===== config.mk =====
export PLATFORM = sky130hd
export DESIGN_NAME = bus_ctrl_flat
export DESIGN_NICKNAME = d
export VERILOG_FILES = /design/src/rtl/bus_ctrl_if.sv /design/src/rtl/bus_ctrl.sv /design/src/flat_wrapper.sv
export SDC_FILE = /design/constraint.sdc
export NUM_CORES = 1
export LEC_CHECK = 0
export CAP_MARGIN = 20
export CORE_MARGIN = 5
export CORE_UTILIZATION = 50
export CTS_BUF_LIST = sky130_fd_sc_hd__clkbuf_16
export CTS_CLUSTER_SIZE = 25
export DETAILED_ROUTE_END_ITERATION = 7
export PLACE_DENSITY = 0.88
export SYNTH_ARGS = -nofsm -noshare
export SYNTH_HDL_FRONTEND = slang
export SYNTH_SLANG_ARGS = --single-unit

===== constraint.sdc =====
create_clock -name clk -period 3.3 [get_ports clk]
set_clock_uncertainty 0.05 [all_clocks]
set_input_delay 0.66 -clock clk [delete_from_list [all_inputs] [get_ports clk]]
set_output_delay 0.66 -clock clk [all_outputs]
set_load 0.02 [all_outputs]

===== src/rtl/bus_ctrl_if.sv =====
// bus_ctrl_if -- CPU-side and SRAM-side bus signals for bus_ctrl.
//   CPU side : mem_valid, mem_addr, mem_wdata, mem_wstrb -> controller
//              mem_ready, mem_rdata                      <- controller
//   SRAM side: sram_sel, sram_addr, sram_wstrb, sram_wdata <- controller
//              sram_ready, sram_rdata                      -> controller
//   modport slave : the controller's view (slave to the CPU, master to the SRAM)
//   modport master: the environment's view (CPU + SRAM)
interface bus_ctrl_if #(
    parameter int ADDRWIDTH = 13
);
    logic                 mem_valid;
    logic [31:0]          mem_addr;
    logic [31:0]          mem_wdata;
    logic [3:0]           mem_wstrb;
    logic                 mem_ready;
    logic [31:0]          mem_rdata;

    logic                 sram_sel;
    logic [ADDRWIDTH-1:0] sram_addr;
    logic [3:0]           sram_wstrb;
    logic [31:0]          sram_wdata;
    logic                 sram_ready;
    logic [31:0]          sram_rdata;

    modport slave (
        input  mem_valid, mem_addr, mem_wdata, mem_wstrb, sram_ready, sram_rdata,
        output mem_ready, mem_rdata, sram_sel, sram_addr, sram_wstrb, sram_wdata
    );

    modport master (
        output mem_valid, mem_addr, mem_wdata, mem_wstrb, sram_ready, sram_rdata,
        input  mem_ready, mem_rdata, sram_sel, sram_addr, sram_wstrb, sram_wdata
    );
endinterface


===== src/rtl/bus_ctrl.sv =====
// bus_ctrl -- single-outstanding CPU bus controller decoding to SRAM, a small
// IO block (GPIO register + free-running cycle counter) or an error response.
//   clk      : sole clock, rising edge
//   resetn   : asynchronous active-low reset
//   bus      : bus_ctrl_if.slave (CPU request/response + SRAM request/response)
//   gpio_out : 8-bit GPIO register
//   bus_err  : sticky error flag (bad address or SRAM timeout), cleared by reset
module bus_ctrl #(
    parameter int ADDRWIDTH = 13,
    parameter int TIMEOUT   = 15
) (
    input  logic           clk,
    input  logic           resetn,
    bus_ctrl_if.slave      bus,
    output logic [7:0]     gpio_out,
    output logic           bus_err
);
    localparam int WW = $clog2(TIMEOUT + 1);
    // Last wait-counter value still inside the window; hitting it without
    // sram_ready means TIMEOUT cycles of sram_sel have elapsed.
    localparam logic [WW-1:0] WAIT_LAST = WW'(TIMEOUT - 1);

    typedef enum logic [2:0] {
        IDLE,
        SRAM_WAIT,
        IO,
        RESP,
        ERR
    } state_e;

    state_e               state_q, state_d;
    logic [ADDRWIDTH-1:0] addr_q, addr_d;
    logic [31:0]          wdata_q, wdata_d;
    logic [3:0]           wstrb_q, wstrb_d;
    logic [31:0]          rdata_q, rdata_d;
    logic [WW-1:0]        wait_q, wait_d;
    logic [7:0]           gpio_q, gpio_d;
    logic                 err_q, err_d;
    logic [31:0]          cyc_q;

    logic is_sram, is_io;
    assign is_sram = (bus.mem_addr[31:ADDRWIDTH] == '0);
    assign is_io   = (bus.mem_addr[31:28] == 4'h1);

    always_comb begin
        state_d = state_q;
        addr_d  = addr_q;
        wdata_d = wdata_q;
        wstrb_d = wstrb_q;
        rdata_d = rdata_q;
        wait_d  = wait_q;
        gpio_d  = gpio_q;
        err_d   = err_q;

        case (state_q)
            IDLE: begin
                if (bus.mem_valid) begin
                    // Request is latched here; mem_valid is ignored afterwards.
                    addr_d  = bus.mem_addr[ADDRWIDTH-1:0];
                    wdata_d = bus.mem_wdata;
                    wstrb_d = bus.mem_wstrb;
                    wait_d  = '0;
                    if (is_sram)    state_d = SRAM_WAIT;
                    else if (is_io) state_d = IO;
                    else            state_d = ERR;
                end
            end
            SRAM_WAIT: begin
                if (bus.sram_ready) begin
                    rdata_d = (wstrb_q == 4'h0) ? bus.sram_rdata : 32'h0;
                    state_d = RESP;
                end else if (wait_q == WAIT_LAST) begin
                    state_d = ERR;
                end else begin
                    wait_d = wait_q + 1'b1;
                end
            end
            IO: begin
                rdata_d = 32'h0;
                if (wstrb_q == 4'h0) begin
                    case (addr_q[3:2])
                        2'd0:    rdata_d = {24'h0, gpio_q};
                        2'd1:    rdata_d = cyc_q;
                        default: rdata_d = 32'h0;
                    endcase
                end else if (addr_q[3:2] == 2'd0 && wstrb_q[0]) begin
                    gpio_d = wdata_q[7:0];
                end
                state_d = RESP;
            end
            RESP:    state_d = IDLE;
            ERR:     state_d = IDLE;
            default: state_d = IDLE;
        endcase

        // Set on entry so the flag is already visible alongside the error response.
        if (state_d == ERR) err_d = 1'b1;
    end

    always_ff @(posedge clk or negedge resetn) begin
        if (!resetn) begin
            state_q <= IDLE;
            addr_q  <= '0;
            wdata_q <= '0;
            wstrb_q <= '0;
            rdata_q <= '0;
            wait_q  <= '0;
            gpio_q  <= '0;
            err_q   <= 1'b0;
            cyc_q   <= '0;
        end else begin
            state_q <= state_d;
            addr_q  <= addr_d;
            wdata_q <= wdata_d;
            wstrb_q <= wstrb_d;
            rdata_q <= rdata_d;
            wait_q  <= wait_d;
            gpio_q  <= gpio_d;
            err_q   <= err_d;
            cyc_q   <= cyc_q + 32'd1;
        end
    end

    // Outputs decode straight from state, so an async reset drops them at once.
    assign bus.mem_ready  = (state_q == RESP) || (state_q == ERR);
    assign bus.mem_rdata  = (state_q == RESP) ? rdata_q :
                            (state_q == ERR)  ? 32'hDEAD_BEEF : 32'h0;
    assign bus.sram_sel   = (state_q == SRAM_WAIT);
    assign bus.sram_addr  = addr_q;
    assign bus.sram_wstrb = wstrb_q;
    assign bus.sram_wdata = wdata_q;
    assign gpio_out       = gpio_q;
    assign bus_err        = err_q;
endmodule

===== src/flat_wrapper.sv =====
// flat-port wrapper written by rule: the top's interface ports become plain ports
module bus_ctrl_flat 
#(
    parameter int ADDRWIDTH = 13,
    parameter int TIMEOUT   = 15
)
  (clk, resetn, gpio_out, bus_err, bus_mem_valid, bus_mem_addr, bus_mem_wdata, bus_mem_wstrb, bus_sram_ready, bus_sram_rdata, bus_mem_ready, bus_mem_rdata, bus_sram_sel, bus_sram_addr, bus_sram_wstrb, bus_sram_wdata);
  bus_ctrl_if #(.ADDRWIDTH(ADDRWIDTH)) bus_i ();
  input  logic clk;
  input  logic resetn;
  output logic [7:0] gpio_out;
  output logic bus_err;
  input wire logic [$bits(bus_i.mem_valid)-1:0] bus_mem_valid;
  input wire logic [$bits(bus_i.mem_addr)-1:0] bus_mem_addr;
  input wire logic [$bits(bus_i.mem_wdata)-1:0] bus_mem_wdata;
  input wire logic [$bits(bus_i.mem_wstrb)-1:0] bus_mem_wstrb;
  input wire logic [$bits(bus_i.sram_ready)-1:0] bus_sram_ready;
  input wire logic [$bits(bus_i.sram_rdata)-1:0] bus_sram_rdata;
  output wire logic [$bits(bus_i.mem_ready)-1:0] bus_mem_ready;
  output wire logic [$bits(bus_i.mem_rdata)-1:0] bus_mem_rdata;
  output wire logic [$bits(bus_i.sram_sel)-1:0] bus_sram_sel;
  output wire logic [$bits(bus_i.sram_addr)-1:0] bus_sram_addr;
  output wire logic [$bits(bus_i.sram_wstrb)-1:0] bus_sram_wstrb;
  output wire logic [$bits(bus_i.sram_wdata)-1:0] bus_sram_wdata;
  assign bus_i.mem_valid = bus_mem_valid;
  assign bus_i.mem_addr = bus_mem_addr;
  assign bus_i.mem_wdata = bus_mem_wdata;
  assign bus_i.mem_wstrb = bus_mem_wstrb;
  assign bus_i.sram_ready = bus_sram_ready;
  assign bus_i.sram_rdata = bus_sram_rdata;
  assign bus_mem_ready = bus_i.mem_ready;
  assign bus_mem_rdata = bus_i.mem_rdata;
  assign bus_sram_sel = bus_i.sram_sel;
  assign bus_sram_addr = bus_i.sram_addr;
  assign bus_sram_wstrb = bus_i.sram_wstrb;
  assign bus_sram_wdata = bus_i.sram_wdata;
  bus_ctrl #(.ADDRWIDTH(ADDRWIDTH), .TIMEOUT(TIMEOUT)) u_core (.clk(clk), .resetn(resetn), .bus(bus_i), .gpio_out(gpio_out), .bus_err(bus_err));
endmodule

# Yosys cells after proc, flatten, opt, wreduce, memory -nomap -nowiden
# Cells that the tools add are included.
# totals
register_bits,129
latchBits,0
ramBits,0
rom_bits,0
in_bits,104
out_inout_bits,92
wordCells,53
n_memories,0
# op_classes
addsub,2
n_mul,0
div,0
order_cmp,0
eq_ne,12
shift,0
mux,17
bitwise_logic,1
n_reduce_logical,12
# op_table
op,n
$mux W32,5
$pmux W32 S2,2
$add A32 B1 Y32 const B,1
$logic_not A19 Y1,1
$mux W3,5
$mux W4,3
$pmux W3 S3,1
$ne A2 B2 Y1 const B,4
$pmux W4 S2,1
$eq A3 B2 Y1 const B,2
$eq A3 B3 Y1 const B,2
$add A4 B1 Y4 const B,1
$eq A4 B1 Y1 const B,1
$eq A4 B4 Y1 const B,1
$logic_not A4 Y1,1
$reduce_and A2 Y1,2
$reduce_and A4 Y1,1
$reduce_bool A2 Y1,2
$eq A3 B1 Y1 const B,1
$logic_not A3 Y1,1
$reduce_and A3 Y1,1
$eq A2 B1 Y1 const B,1
$logic_not A2 Y1,1
$logic_and A1 B1 Y1,1
other kinds (2),2

# Longest topological paths before layout
# Gate-level depths: netlist of run 1.
# logic_depth
ltp_word,6
depth_mapped,7
mapped_depth_nobuf,6

# Worst setup path before layout of run 1
# OpenSTA, ideal clock, no wires.
# synth_path
kind,register -> output
start,register u_core.state_q[2]
end,output port bus_mem_rdata[10]
arrival_time_ps,1380
required_time_ps,2590
path_slack_ps,1210
path_stages_with_launch,6
path_buffers,3
path_cell_list,dfrtp_1 buf_6 and3b_1 clkbuf_1 clkbuf_1 a21o_1
# synth_via
elab_chain_len,3
word_cells_on_any_way,4
cone_classes,eq/ne (2); mux (2)
# synth_lines
item,line,source
from (decl),bus_ctrl.sv:31,"state_e state_q, state_d;"
from (signal assigned),bus_ctrl.sv:112,state_q <= state_d;
$eq A3 B3 Y1,bus_ctrl.sv:127,(state_q == ERR) ? 32'hDEAD_BEEF : 32'h0;
$mux W32,bus_ctrl.sv:127,
$mux W32 *,bus_ctrl.sv:126,assign bus.mem_rdata = (state_q == RESP) ? rdata_q :
to (decl),flat_wrapper.sv:20,output wire logic [$bits(bus_i.mem_rdata)-1:0] bus_mem_rdata;
# Mark *: on every way between the ends. The rest lies on a longest branch, timed or not.

# Final worst setup path of run 1
# layout_path
start,register u_core.state_q[1]
end,output port bus_mem_rdata[14]
# layout_via
elab_chain_len,2
# layout_lines
item,line
$eq A3 B2 Y1,bus_ctrl.sv:126
$mux W32,bus_ctrl.sv:126
# Every way passes these cells.

==> flow_results.org, run 1 <==
** CTS
- CTS root buf :: sky130_fd_sc_hd__clkbuf_16
- Number of CTS-inserted buffers :: 17
- The number of hold buffers added after CTS was 0.
- For the worst-skew pair, the clock arrives at the later sink with an insertion delay of 0.42 ns.
- Clock-pin slew was measured on the worst setup and hold paths at 0.05 ns.
- Number of cells upsized or downsized after cts :: 0
- Buffer levels on the longest clock path :: 2
- Clock tree from TritonCTS :: yes
- # clock sinks :: 129
- The number of setup buffers added after CTS is 0.
- H-tree levels :: 4

** Timing
- Total Neg Setup Slack :: 0 ns
- Setup violations remaining at the end of the flow were counted as 0.
- Slew margin rel. :: 51.3%
- The final hold violation count is 0.
- Number of pins exceeding their max-slew limit in the final report :: 0
- Across all setup checks in the final design, the least slack found is 0.176 ns.
- For the pin with the worst max-slew slack, the measured transition is 0.731 ns.
- Timing-limited maximum frequency :: 320 MHz
- Period utilisation layout :: 94.7%
- For the finished layout, the period the worst path requires is 3.12 ns.
- Setup repair after global routing missed its margin :: false

** Final layout
- Number of fill cells in the layout :: 849
- The repair_antennas step left the layout with diodes totalling 0.
- Summing all flip-flop and latch instances after layout gives 3230 sq um.
- Summing all multi-input logic gate instances after layout gives 2620 sq um.
- Share of layout cells above drive strength 1 :: 7.13%
- Net count of the finished layout :: 923
- Area growth, synth to finish :: 43.8%
- Most used cells in the layout excluding fill and tap cells :: 194 x sky130_fd_sc_hd__clkdlybuf4s50_1, 193 x sky130_fd_sc_hd__nand2_1, 129 x sky130_fd_sc_hd__dfrtp_1
- Leaving out fill and tap cells, the most frequent cell in the layout is sky130_fd_sc_hd__clkdlybuf4s50_1.

** GRT
- First-pass GRT wire length :: 29000 um
- Number of antenna violations at the first check in global routing :: 0
- Grt total ovfl :: 0
- Entering global routing, the biggest net connects 57 pins.
- Global routing used 25.8% of the available tracks.
- Vias in the first global route :: 5461

** Power
- Power spent charging and discharging nets :: 2.73 mW
- Power after layout :: 7.41 mW
- Summed over all cells, the static leakage comes to 4.16 nW.
- Proportion of power drawn by combinational gates :: 39.8%
- Internal cell power :: 4.68 mW
- In this run, flip-flops and latches consume 35.0% of the power.
- VDD IR max :: 0.000590 V
- Switch share :: 36.9%
- The share of total power dissipated in the clock network is 25.3%.
- Power per standard cell area :: 853 nW/um^2

** Synth
- Counting flops with an async set or reset pin after synthesis yields a share of 100%.
- Synth top area cells :: sky130_fd_sc_hd__dfrtp_1 53%, sky130_fd_sc_hd__nand2_1 12%, sky130_fd_sc_hd__xnor2_1 3.8%, sky130_fd_sc_hd__a21o_1 3.1%, sky130_fd_sc_hd__a21oi_1 2.7%
- Post-synth design cell area :: 6040 sq um
- Yosys reg bits :: 129
- EDFF count, synth :: 0
- Share of the synthesized area in the top cell type :: 53.4%
- Post-synthesis net count :: 739
- Summing the sequential cell areas from Yosys gives 53.4% of the chip area.
- For this run, the number of Yosys warnings is 0.
- Gate count of the mapped netlist :: 632
- Summed over all instances, the cell type with the most area after synthesis is sky130_fd_sc_hd__dfrtp_1.
- In this run, distinct cell masters in the synthesized netlist total 47.
- A synthesized cell averages 9.56 sq um.
- Dominant register cell in the synthesized netlist :: sky130_fd_sc_hd__dfrtp_1

** Min path
- The tightest min-delay check is of the in -> async type.

** Place
- Routability-driven placement finished with a final weighted congestion of 0.839.
- Count of input and output buffers :: 195
- Half-perimeter wire length after placement :: 12800 um
- OpenSTA, run right after detailed placement, puts the worst setup slack at 0.637 ns.

** Floorplanning
- In this run the core area contains 40 standard-cell rows.
- 196 I/O pins were placed.
- The floorplan step set the die height to 120 um.
- The die covers 14400 sq um.
- Die width :: 120 um
- Starting Density :: 50.7%
- After floorplanning, the core was sized to cover 11900 sq um.

** Setup path
- Measured in cells, the most critical reg-to-reg path has a length of 4.
- Minimum setup slack among reg-to-reg paths :: 1.12 ns
- The worst setup path is captured at a primary output.
- In this run the worst setup path begins at u_core.state_q[1].
- The worst register-to-register path begins at u_core.state_q[1].
- Of all nets on the critical path, the largest fanout is 29.
- The critical path goes through and3b_1, buf_12, and2_1, clkdlybuf4s50_1.
- Slowest-stage cell, CP :: sky130_fd_sc_hd__dfrtp_1
- The endpoint identified for the worst register-to-register timing path is u_core.rdata_q[20].
- At the worst endpoint, the arrival time is 2.41 ns.
- CP max stage delay :: 0.62 ns
- By startpoint and endpoint, the worst setup path is classified as reg -> out.
- Data required time of the worst path :: 2.59 ns
- Startpoint type of the worst setup path :: register

** Route
- Detailed-route via count :: 5319
- The detail route stage leaves a number of antenna-violating nets equal to 0.
- DRC violation count after routing :: 0
- After detailed routing, the average wire length per cell comes to 18.4 um.
- In this run, the number of DRC markers left after iteration 0 of detailed routing was 311.
- Post-detailed-route via-to-cell ratio :: 5.46
- The routed design has 18000 um of wire.
- For this run, the detailed router's first-pass iteration total came to 5.

** Status
- The flow ran to the end, and the final reports show no timing, DRC or antenna violations.

** Run
- Number of max-cap violations :: 0
logic make-up after synthesis:
logic type / share of synthesized area, %
buf+inv: 3.48
simple gates: 25.9
xor+xnor: 4.50
mux: 2.82
fa+ha+maj: 0.622
flops: 53.4
compound gates: 9.20
metal layers:
layer	global-route usage [%]	wire length [um]	vias up
li1	-	-	2500
met1	32.2	7270	2609
met2	42.5	9210	163
met3	6.03	889	47
met4	11.8	593	0
met5	0	0	-
power groups by stage:
stage	clock network [mW]	registers [mW]	logic [mW]
floorplan	0	2.82	1.30
global placement	0	2.56	2.86
detailed placement	0	2.60	2.95
CTS	1.89	2.59	2.98
global route	1.97	2.67	3.18
finish	1.87	2.59	2.95
critical path: cells and delay by family (launching register included):
family	cells	cell delay (ns)
flip-flops	1	0.62
buffers and inverters	2	0.81
AND/OR/NAND/NOR	2	0.54
synth_stat cells (3+ instances only):
library cell	instances
sky130_fd_sc_hd__mux2i_1	8
sky130_fd_sc_hd__dfrtp_1	129
sky130_fd_sc_hd__and4_1	4
sky130_fd_sc_hd__o21ai_0	18
sky130_fd_sc_hd__nand3_1	17
sky130_fd_sc_hd__a21oi_1	33
sky130_fd_sc_hd__xnor2_1	26
sky130_fd_sc_hd__clkbuf_1	18
sky130_fd_sc_hd__ha_1	3
sky130_fd_sc_hd__and2_1	10
sky130_fd_sc_hd__a21o_1	25
sky130_fd_sc_hd__and3_1	26
sky130_fd_sc_hd__nor3_1	5
sky130_fd_sc_hd__nor3_2	8
sky130_fd_sc_hd__nand2_1	193
sky130_fd_sc_hd__nor2_1	9
sky130_fd_sc_hd__inv_1	4
sky130_fd_sc_hd__nor4_1	5
sky130_fd_sc_hd__nand4_1	14
sky130_fd_sc_hd__o21ai_1	18
sky130_fd_sc_hd__xor2_1	5
sky130_fd_sc_hd__buf_2	18
sky130_fd_sc_hd__mux2_2	8
metrics by stage:
| step | instances | hold slack (ns) | instance area, sq um | utilization, % |
|---|---|---|---|---|
| after floorplan | 632 | 0.314 | 6040 | - |
| after global placement | 944 | 0.405 | 8110 | 68.0 |
| after detailed placement | 944 | 0.412 | 8110 | 68.0 |
| after CTS | 974 | 0.232 | 8690 | 72.9 |
| after global routing | 974 | 0.262 | 8690 | 72.9 |
| final | 974 | 0.218 | 8690 | 72.9 |
sequential cells by signal, summed over array words and instances (netlist names):
name and flops:
u_core.bus.sram_wdata 32, u_core.cyc_q 32, u_core.rdata_q 32, u_core.bus.sram_addr 13, u_core.gpio_out 8, u_core.bus.sram_wstrb 4, u_core.wait_q 4, u_core.state_q 3
u_core.bus_err 1
worst max path at each step:
stage                        endpoint  cells after the start
floorplan           bus_mem_rdata[10]                      5
global placement     bus_mem_rdata[4]                      4
detailed placement  bus_mem_rdata[14]                      4
CTS                 bus_mem_rdata[14]                      4
global route        bus_mem_rdata[14]                      4
finish              bus_mem_rdata[14]                      4
cell type report:
type                       count  share of cell area, %
sequential                   129                   37.2
timing repair buffer         205                   23.7
clock inverter                13                   1.79
multi-input combinational    459                   30.1
tap                          147                   2.12
clock buffer                  17                   4.90
inverter                       4                  0.173
No activity file was read; power rests on OpenSTA's default activity.
==> run 2, diff against run 1 <==
--- a/config.mk
+++ b/config.mk
@@ -7,11 +7,11 @@
 export LEC_CHECK = 0
 export CAP_MARGIN = 20
 export CORE_MARGIN = 5
-export CORE_UTILIZATION = 50
+export CORE_UTILIZATION = 46
 export CTS_BUF_LIST = sky130_fd_sc_hd__clkbuf_16
 export CTS_CLUSTER_SIZE = 25
 export DETAILED_ROUTE_END_ITERATION = 7
-export PLACE_DENSITY = 0.88
+export PLACE_DENSITY = 0.82
 export SYNTH_ARGS = -nofsm -noshare
 export SYNTH_HDL_FRONTEND = slang
 export SYNTH_SLANG_ARGS = --single-unit
==> constraint.sdc (replaced) <==
create_clock -name clk -period 3.45 [get_ports clk]
set_clock_uncertainty 0.05 [all_clocks]
set_input_delay 0.69 -clock clk [delete_from_list [all_inputs] [get_ports clk]]
set_output_delay 0.69 -clock clk [all_outputs]
set_load 0.02 [all_outputs]
==> run 2 against run 1 <==
Wire length decreased by 1.1%; sequential share of layout area decreased by 0.17 points; utilization decreased by 4.3 points; combinational power decreased by 5%; sequential power decreased by 5%; largest power group unchanged; sequential cell count unchanged; die area increased by 8.0%.
==> flow_results.org, run 2 (synthesized netlist as in run 1, its figures left out) <==
** Status
- Run status :: finished clean

** Setup path
- The required time of the worst setup path came to 2.71 ns (+0.12 ns).
- Slowest-stage cell, CP :: sky130_fd_sc_hd__clkdlybuf4s50_1
- The highest net fanout along the worst path was 29 (unchanged).
- CP max stage delay :: 0.63 ns (about the same)
- Critical Path End Type :: primary output
- The register-to-register setup slack came to 1.20 ns (+0.08 ns).
- The logic depth of the worst register-to-register path was 4 (unchanged).
- Worst path arrival time :: 2.44 ns (+0.03 ns)
- Kind of critical path :: reg -> out
- In this run the critical register-to-register path is launched from u_core.state_q[1].
- The worst setup path is launched from a register.
- Worst path cell trace :: and3b_1, buf_12, and2_1, clkdlybuf4s50_1
- Reg2Reg Capture Point :: u_core.bus.sram_addr[6]

** Timing
- Transition time at the pin with the least slew margin :: 0.808 ns (+0.0769 ns)
- Final Hold Viols :: 0 (unchanged)
- Number of pins exceeding their max-slew limit in the final report :: 0 (unchanged)
- Setup repair after global routing left no endpoint under its margin.
- Final setup viols :: 0 (unchanged)
- Timing-limited maximum frequency :: 315 MHz
- The final critical path takes up 92.0% of the cycle.
- Smallest hold slack :: 0.290 ns (+0.0720 ns)
- Final min period :: 3.18 ns
- Total Neg Setup Slack :: 0 ns (unchanged)
- The headroom to the max-slew limit came to 46.2% (-5.1 points).

** Route
- DRT Pass-1 Iters :: 5 (unchanged)
- Detailed-route via count :: 5282 (-0.70%)
- The starting DRC count in detailed routing is 419 (+35%).
- Final WL :: 17800 um (-1.1%)
- The count of antenna-violating nets left after detailed routing came to 0 (unchanged).
- Post-DR wirelength/cell :: 17.7 um (-3.8%)
- DRC violation count after routing :: 0 (unchanged)
- Post-detailed-route via-to-cell ratio :: 5.28 (-3.4%)

** Power
- Power per standard cell area :: 813 nW/um^2 (-4.7%)
- The worst vdd rail ir drop is 0.000605 V (+2.4%).
- Power after layout :: 7.09 mW (-4.3%)
- Leakage power :: 4.16 nW (about the same)

** Floorplanning
- Area of the core :: 12700 sq um (+6.8%)
- Total die area :: 15500 sq um (+8.0%)
- Ports :: 196 (unchanged)
- The die boundary height came to 125 um (+3.9%).
- Die width :: 125 um (+3.9%)
- Row Count :: 41 (+2.5%)
- The initial standard-cell utilization of the core was 47.5% (-3.2 points).

** GRT
- Grt total ovfl :: 0 (unchanged)
- The layer flagged by global routing as most heavily used is met2.
- The pin count of the biggest net entering global routing was 58 (+1.8%).
- Met3 global-route usage :: 7.42% (+1.4 points)
- The total global-route track usage is 23.3% (-2.4 points).
- Fraction of met1 tracks used by global routing :: 28.4% (-3.8 points)
- Met2 usage in global routing :: 39.3% (-3.2 points)
- First-pass GRT wire length :: 29300 um (+1.1%)
- Number of antenna violations at the first check in global routing :: 0 (unchanged)
- Vias in the first global route :: 5525 (+1.2%)

** Final layout
- Diodes inserted :: 0 (unchanged)
- The final cell utilization of the core was 68.6% (-4.3 points).
- Area of all placed cells without fillers :: 8720 sq um (+0.45%)
- Share of layout cells above drive strength 1 :: 7.84% (+0.71 points)
- Compared with the post-synthesis result, the final layout area differs by 44.5%.
- Most used cells in the layout excluding fill and tap cells :: 194 x sky130_fd_sc_hd__clkdlybuf4s50_1, 193 x sky130_fd_sc_hd__nand2_1, 129 x sky130_fd_sc_hd__dfrtp_1
- Leaving out fill and tap cells, the most frequent cell in the layout is sky130_fd_sc_hd__clkdlybuf4s50_1.
- The final-stage net count is 924 (+0.11%).

** CTS
- The number of post-CTS setup repair buffers is 0 (unchanged).
- Number of CTS-inserted buffers :: 17 (unchanged)
- Clock tree from TritonCTS :: yes
- The maximum clock insertion buffer count came to 2 (unchanged).
- The total clock sinks came to 129 (unchanged).
- The hold buffer count at cts came to 0 (unchanged).
- Later-pin clock latency in the skew report :: 0.41 ns (about the same)
- The maximum level of the CTS H-tree is 4 (unchanged).
- CTS root buf :: sky130_fd_sc_hd__clkbuf_16
- The number of gates given a new drive strength after cts is 0 (unchanged).
- The clock slew at the register clock pins of the worst setup and hold paths is 0.06 ns (about the same).

** Min path
- The min-delay analysis places its worst path in the category in -> async.

** Place
- Placer's final routability congestion estimate :: 0.801 (-4.5%)
- The half-perimeter wire length after placement is 13200 um (+3.1%).
- Count of input and output buffers :: 195 (unchanged)
- Placed cell area :: 8130 sq um (+0.25%)

** Run
- The number of max-cap violations was 0 (unchanged).
run 2: how the worst max path moves through the flow:
| stage | start | end | slack, ns |
|---|---|---|---|
| 2_1_floorplan | u_core.state_q[2] | bus_mem_rdata[10] | 1.33 |
| 3_3_place_gp | bus_mem_valid | u_core.bus.sram_addr[7] | 0.74 |
| 3_5_place_dp | bus_mem_valid | u_core.bus.sram_wdata[20] | 0.68 |
| 4_1_cts | u_core.state_q[1] | bus_mem_rdata[14] | 0.28 |
| 5_1_grt | u_core.state_q[2] | bus_mem_rdata[7] | 0.20 |
| 6_report | u_core.state_q[1] | bus_mem_rdata[14] | 0.27 |
run 2: layer usage:
metal,part of all wire [%],vias to the layer above
li1,-,2502
met1,40,2587
met2,52,165
met3,5.7,28
met4,2.1,0
met5,0,-
run 2: power breakdown:
group | switching [mW] | internal, mW
clock | 0.630 | 1.19
combinational | 1.55 | 1.25
sequential | 0.431 | 2.04
total | 2.61 | 4.48
run 2: layout make-up:
class / count / area (sq um)
clock inverter: 14 / 174
tap: 172 / 215
sequential: 129 / 3230
multi-input combinational: 459 / 2610
inverter: 4 / 15.0
fill: 984 / 4000
timing repair buffer: 206 / 2060
clock buffer: 17 / 425
run 2: per-stage QoR:
stage	cells	setup slack (ns)
after floorplan	632	1.33
after global placement	970	0.742
after detailed placement	970	0.676
after CTS	1001	0.283
after global routing	1001	0.201
final	1001	0.275
run 2: critical path, delay by kind of cell (launching register included):
family        cells  cell delay [ns]
buf+inv           2             0.84
flops             1             0.60
simple gates      2             0.56
==> run 3, diff against run 2 <==
--- a/config.mk
+++ b/config.mk
@@ -6,12 +6,14 @@
 export NUM_CORES = 1
 export LEC_CHECK = 0
 export CAP_MARGIN = 20
+export CELL_PAD_IN_SITES_DETAIL_PLACEMENT = 2
+export CELL_PAD_IN_SITES_GLOBAL_PLACEMENT = 2
 export CORE_MARGIN = 5
-export CORE_UTILIZATION = 46
+export CORE_UTILIZATION = 27
 export CTS_BUF_LIST = sky130_fd_sc_hd__clkbuf_16
 export CTS_CLUSTER_SIZE = 25
 export DETAILED_ROUTE_END_ITERATION = 7
-export PLACE_DENSITY = 0.82
+export PLACE_DENSITY = 0.81
 export SYNTH_ARGS = -nofsm -noshare
 export SYNTH_HDL_FRONTEND = slang
 export SYNTH_SLANG_ARGS = --single-unit
==> run 3 against run 2 <==
Critical path depth unchanged; final cell count increased by 11%; global-route usage decreased by 6.0 points; largest power group unchanged; sequential power about the same; setup slack improved by 0.073 ns; register-to-register slack improved by 0.03 ns; critical path type unchanged.
==> flow_results.org, run 3 (synthesized netlist as in run 1, its figures left out) <==
** Setup path
- Worst path cell trace :: and3b_1, buf_12, a21o_1, clkdlybuf4s50_1
- The buffers plus inverters on the worst setup path came to 2 (unchanged).
- The required time of the worst setup path came to 2.71 ns (about the same).
- The register-to-register setup slack is 1.23 ns (+0.03 ns).
- Number of cells on the worst reg-to-reg path :: 4 (unchanged)
- On the critical path the largest part of the delay comes from buffers and inverters.
- Worst path arrival time :: 2.36 ns (-0.08 ns)
- STA classifies the critical path startpoint as a register.
- Reg2Reg Capture Point :: u_core.rdata_q[16]
- The highest net fanout along the worst path is 30 (+3.4%).
- Critical Path End Type :: primary output
- Kind of critical path :: reg -> out
- Beginning of the worst register-to-register path :: u_core.state_q[1]
- The delay contributed by the slowest stage of the critical path is 0.61 ns (-0.02 ns).
- The slowest stage of the critical path belongs to the cell sky130_fd_sc_hd__dfrtp_1.

** Power
- The proportion of power drawn by flip-flops and latches is 35.4% (+0.6 points).
- The total power per unit cell area is 798 nW/um^2 (-1.9%).
- The worst vdd rail ir drop came to 0.000341 V (-44%).
- The fraction of power consumed by combinational cells is 40.7% (+1.2 points).
- Internal cell power :: 4.23 mW (-5.6%)
- Clk network pwr share :: 23.9% (-1.7 points)
- The switching share of total power was 39.9% (+3.1 points).
- The total design power is 7.04 mW (-0.67%).
- The static leakage came to 4.13 nW (-0.71%).
- The power spent charging and discharging nets is 2.81 mW (+7.7%).

** Final layout
- Number of fill cells in the layout :: 2337 (+140%)
- Diodes inserted :: 0 (unchanged)
- Compared with the post-synthesis result, the final layout area differs by 46.2%.
- The total area of multi-input combinational cells is 2620 sq um (+0.24%).
- Most used cells in the layout excluding fill and tap cells :: 194 x sky130_fd_sc_hd__clkdlybuf4s50_1, 193 x sky130_fd_sc_hd__nand2_1, 129 x sky130_fd_sc_hd__dfrtp_1
- The final cell utilization of the core came to 40.2% (-28 points).
- The post-route cell area came to 8830 sq um (+1.2%).
- Count of non-filler cells in the finished layout :: 1110 (+11%)
- The area used by sequential logic in the layout was 3230 sq um (unchanged).
- Share of layout cells above drive strength 1 :: 8.43% (+0.59 points)
- Net count of the finished layout :: 924 (unchanged)
- Commonest non-fill, non-tap cell in the layout :: sky130_fd_sc_hd__clkdlybuf4s50_1

** Floorplanning
- Die width :: 160 um (+28%)
- Row Count :: 54 (+32%)
- Y dimension of the die :: 160 um (+28%)
- The initial standard-cell utilization of the core was 27.5% (-20 points).
- The total I/O pin count is 196 (unchanged).
- Total die area :: 25500 sq um (+64%)
- The area of the core was 22000 sq um (+73%).

** Route
- The overall via count from detail_route came to 5328 (+0.87%).
- DRC violation count after routing :: 0 (unchanged)
- DR iter-0 viols :: 160 (-62%)
- DRT Pass-1 Iters :: 4 (-1)
- Post-detailed-route via-to-cell ratio :: 4.80 (-9.0%)
- Final WL :: 21700 um (+22%)
- Post-DR wirelength/cell :: 19.6 um (+10%)
- Number of nets with antenna violations after routing :: 0 (unchanged)

** GRT
- Global Route Usage Sum :: 17.3% (-6.0 points)
- The initial antenna violation count was 0 (unchanged).
- The global-route wire length before repair was 35000 um (+19%).
- Pin count of the biggest net entering global routing :: 67 (+16%)
- The via count of the first global-routing pass is 5989 (+8.4%).
- The total congestion overflow is 0 (unchanged).

** CTS
- The clock slew at the register clock pins of the worst setup and hold paths was 0.06 ns (about the same).
- TritonCTS built the clock tree.
- The total clock sinks was 129 (unchanged).
- H-tree levels :: 4 (unchanged)
- The number of gates given a new drive strength after cts is 0 (unchanged).
- The latest clock arrival within the worst-skew pair is 0.42 ns (about the same).
- The maximum clock insertion buffer count is 2 (unchanged).
- Clock tree synthesis selected as its root buffer the cell sky130_fd_sc_hd__clkbuf_16.
- Postcts setup bufs :: 0 (unchanged)
- The hold buffer count at cts came to 0 (unchanged).
- The CTS buffer count is 17 (unchanged).

** Place
- Worst-case setup slack after placement :: 0.763 ns (+0.0867 ns)
- The weighted congestion reported at the end of routability-driven placement was 0.752 (-6.1%).
- Placed cell area :: 8280 sq um (+1.9%)
- # placed instances :: 1078 (+11%)
- Half-perimeter wire length after placement :: 16200 um (+23%)
- The number of port buffers was 195 (unchanged).

** Timing
- Smallest hold slack :: 0.236 ns (-0.0543 ns)
- Transition time at the pin with the least slew margin :: 0.797 ns (-0.0102 ns)
- Total Neg Setup Slack :: 0 ns (unchanged)
- Final setup viols :: 0 (unchanged)
- The final hold violation count is 0 (unchanged).
- Period utilisation layout :: 89.9% (-2.1 points)
- Final worst-path setup slack :: 0.347 ns (+0.0727 ns)
- Slew margin rel. :: 46.8% (+0.68 points)
- Final min period :: 3.10 ns (-0.0727 ns)
- The highest clock rate came to 322 MHz (+2.3%).
- Number of pins exceeding their max-slew limit in the final report :: 0 (unchanged)
- Setup repair after global routing missed its margin :: false

** Min path
- The tightest min-delay check is of the in -> async type.

** Status
- The run finished with clean final reports.

** Run
- Number of max-cap violations :: 0 (unchanged)
## run 3: cell count changes in the layout (fill, tap and decap cells not counted), moves of 2 or more
cell | previous run | this run
sky130_fd_sc_hd__bufinv_16 | 4 | 0
sky130_fd_sc_hd__inv_1 | 6 | 4
sky130_fd_sc_hd__inv_6 | 0 | 8
sky130_fd_sc_hd__clkinv_4 | 1 | 3
sky130_fd_sc_hd__clkinv_2 | 3 | 0
sky130_fd_sc_hd__buf_4 | 10 | 8
## run 3: how the worst max path moves through the flow
stage               cells after the start              start  slack (ns)           endpoint
floorplan                               5  u_core.state_q[2]        1.33  bus_mem_rdata[10]
global placement                        4  u_core.state_q[1]        0.86  bus_mem_rdata[17]
detailed placement                      4  u_core.state_q[1]        0.76   bus_mem_rdata[9]
CTS                                     4  u_core.state_q[1]        0.31   bus_mem_rdata[9]
global route                            4  u_core.state_q[1]        0.22  bus_mem_rdata[31]
finish                                  4  u_core.state_q[1]        0.35   bus_mem_rdata[9]
## run 3: area by class of cell
class / instances / area share (%)
multi-input combinational: 459 / 29.6
clock buffer: 17 / 4.82
tap: 280 / 3.97
inverter: 4 / 0.170
timing repair buffer: 206 / 23.5
sequential: 129 / 36.6
clock inverter: 15 / 1.39
## run 3: power by group through the flow
stage                     logic (mW)  clock network (mW)  registers, mW
after floorplan                 1.24                   0           2.69
after global placement          2.83                   0           2.49
after detailed placement        2.93                   0           2.52
after CTS                       2.95                1.73           2.50
after global routing            3.13                1.81           2.57
final                           2.87                1.69           2.49
## run 3: per-layer routing
metal / up-vias / wire (um) / GRT usage (%)
met5: - / 0 / 0
met4: 0 / 151 / 3.20
met3: 13 / 1070 / 5.31
met2: 97 / 11100 / 29.9
met1: 2718 / 9360 / 21.6
li1: 2500 / - / -
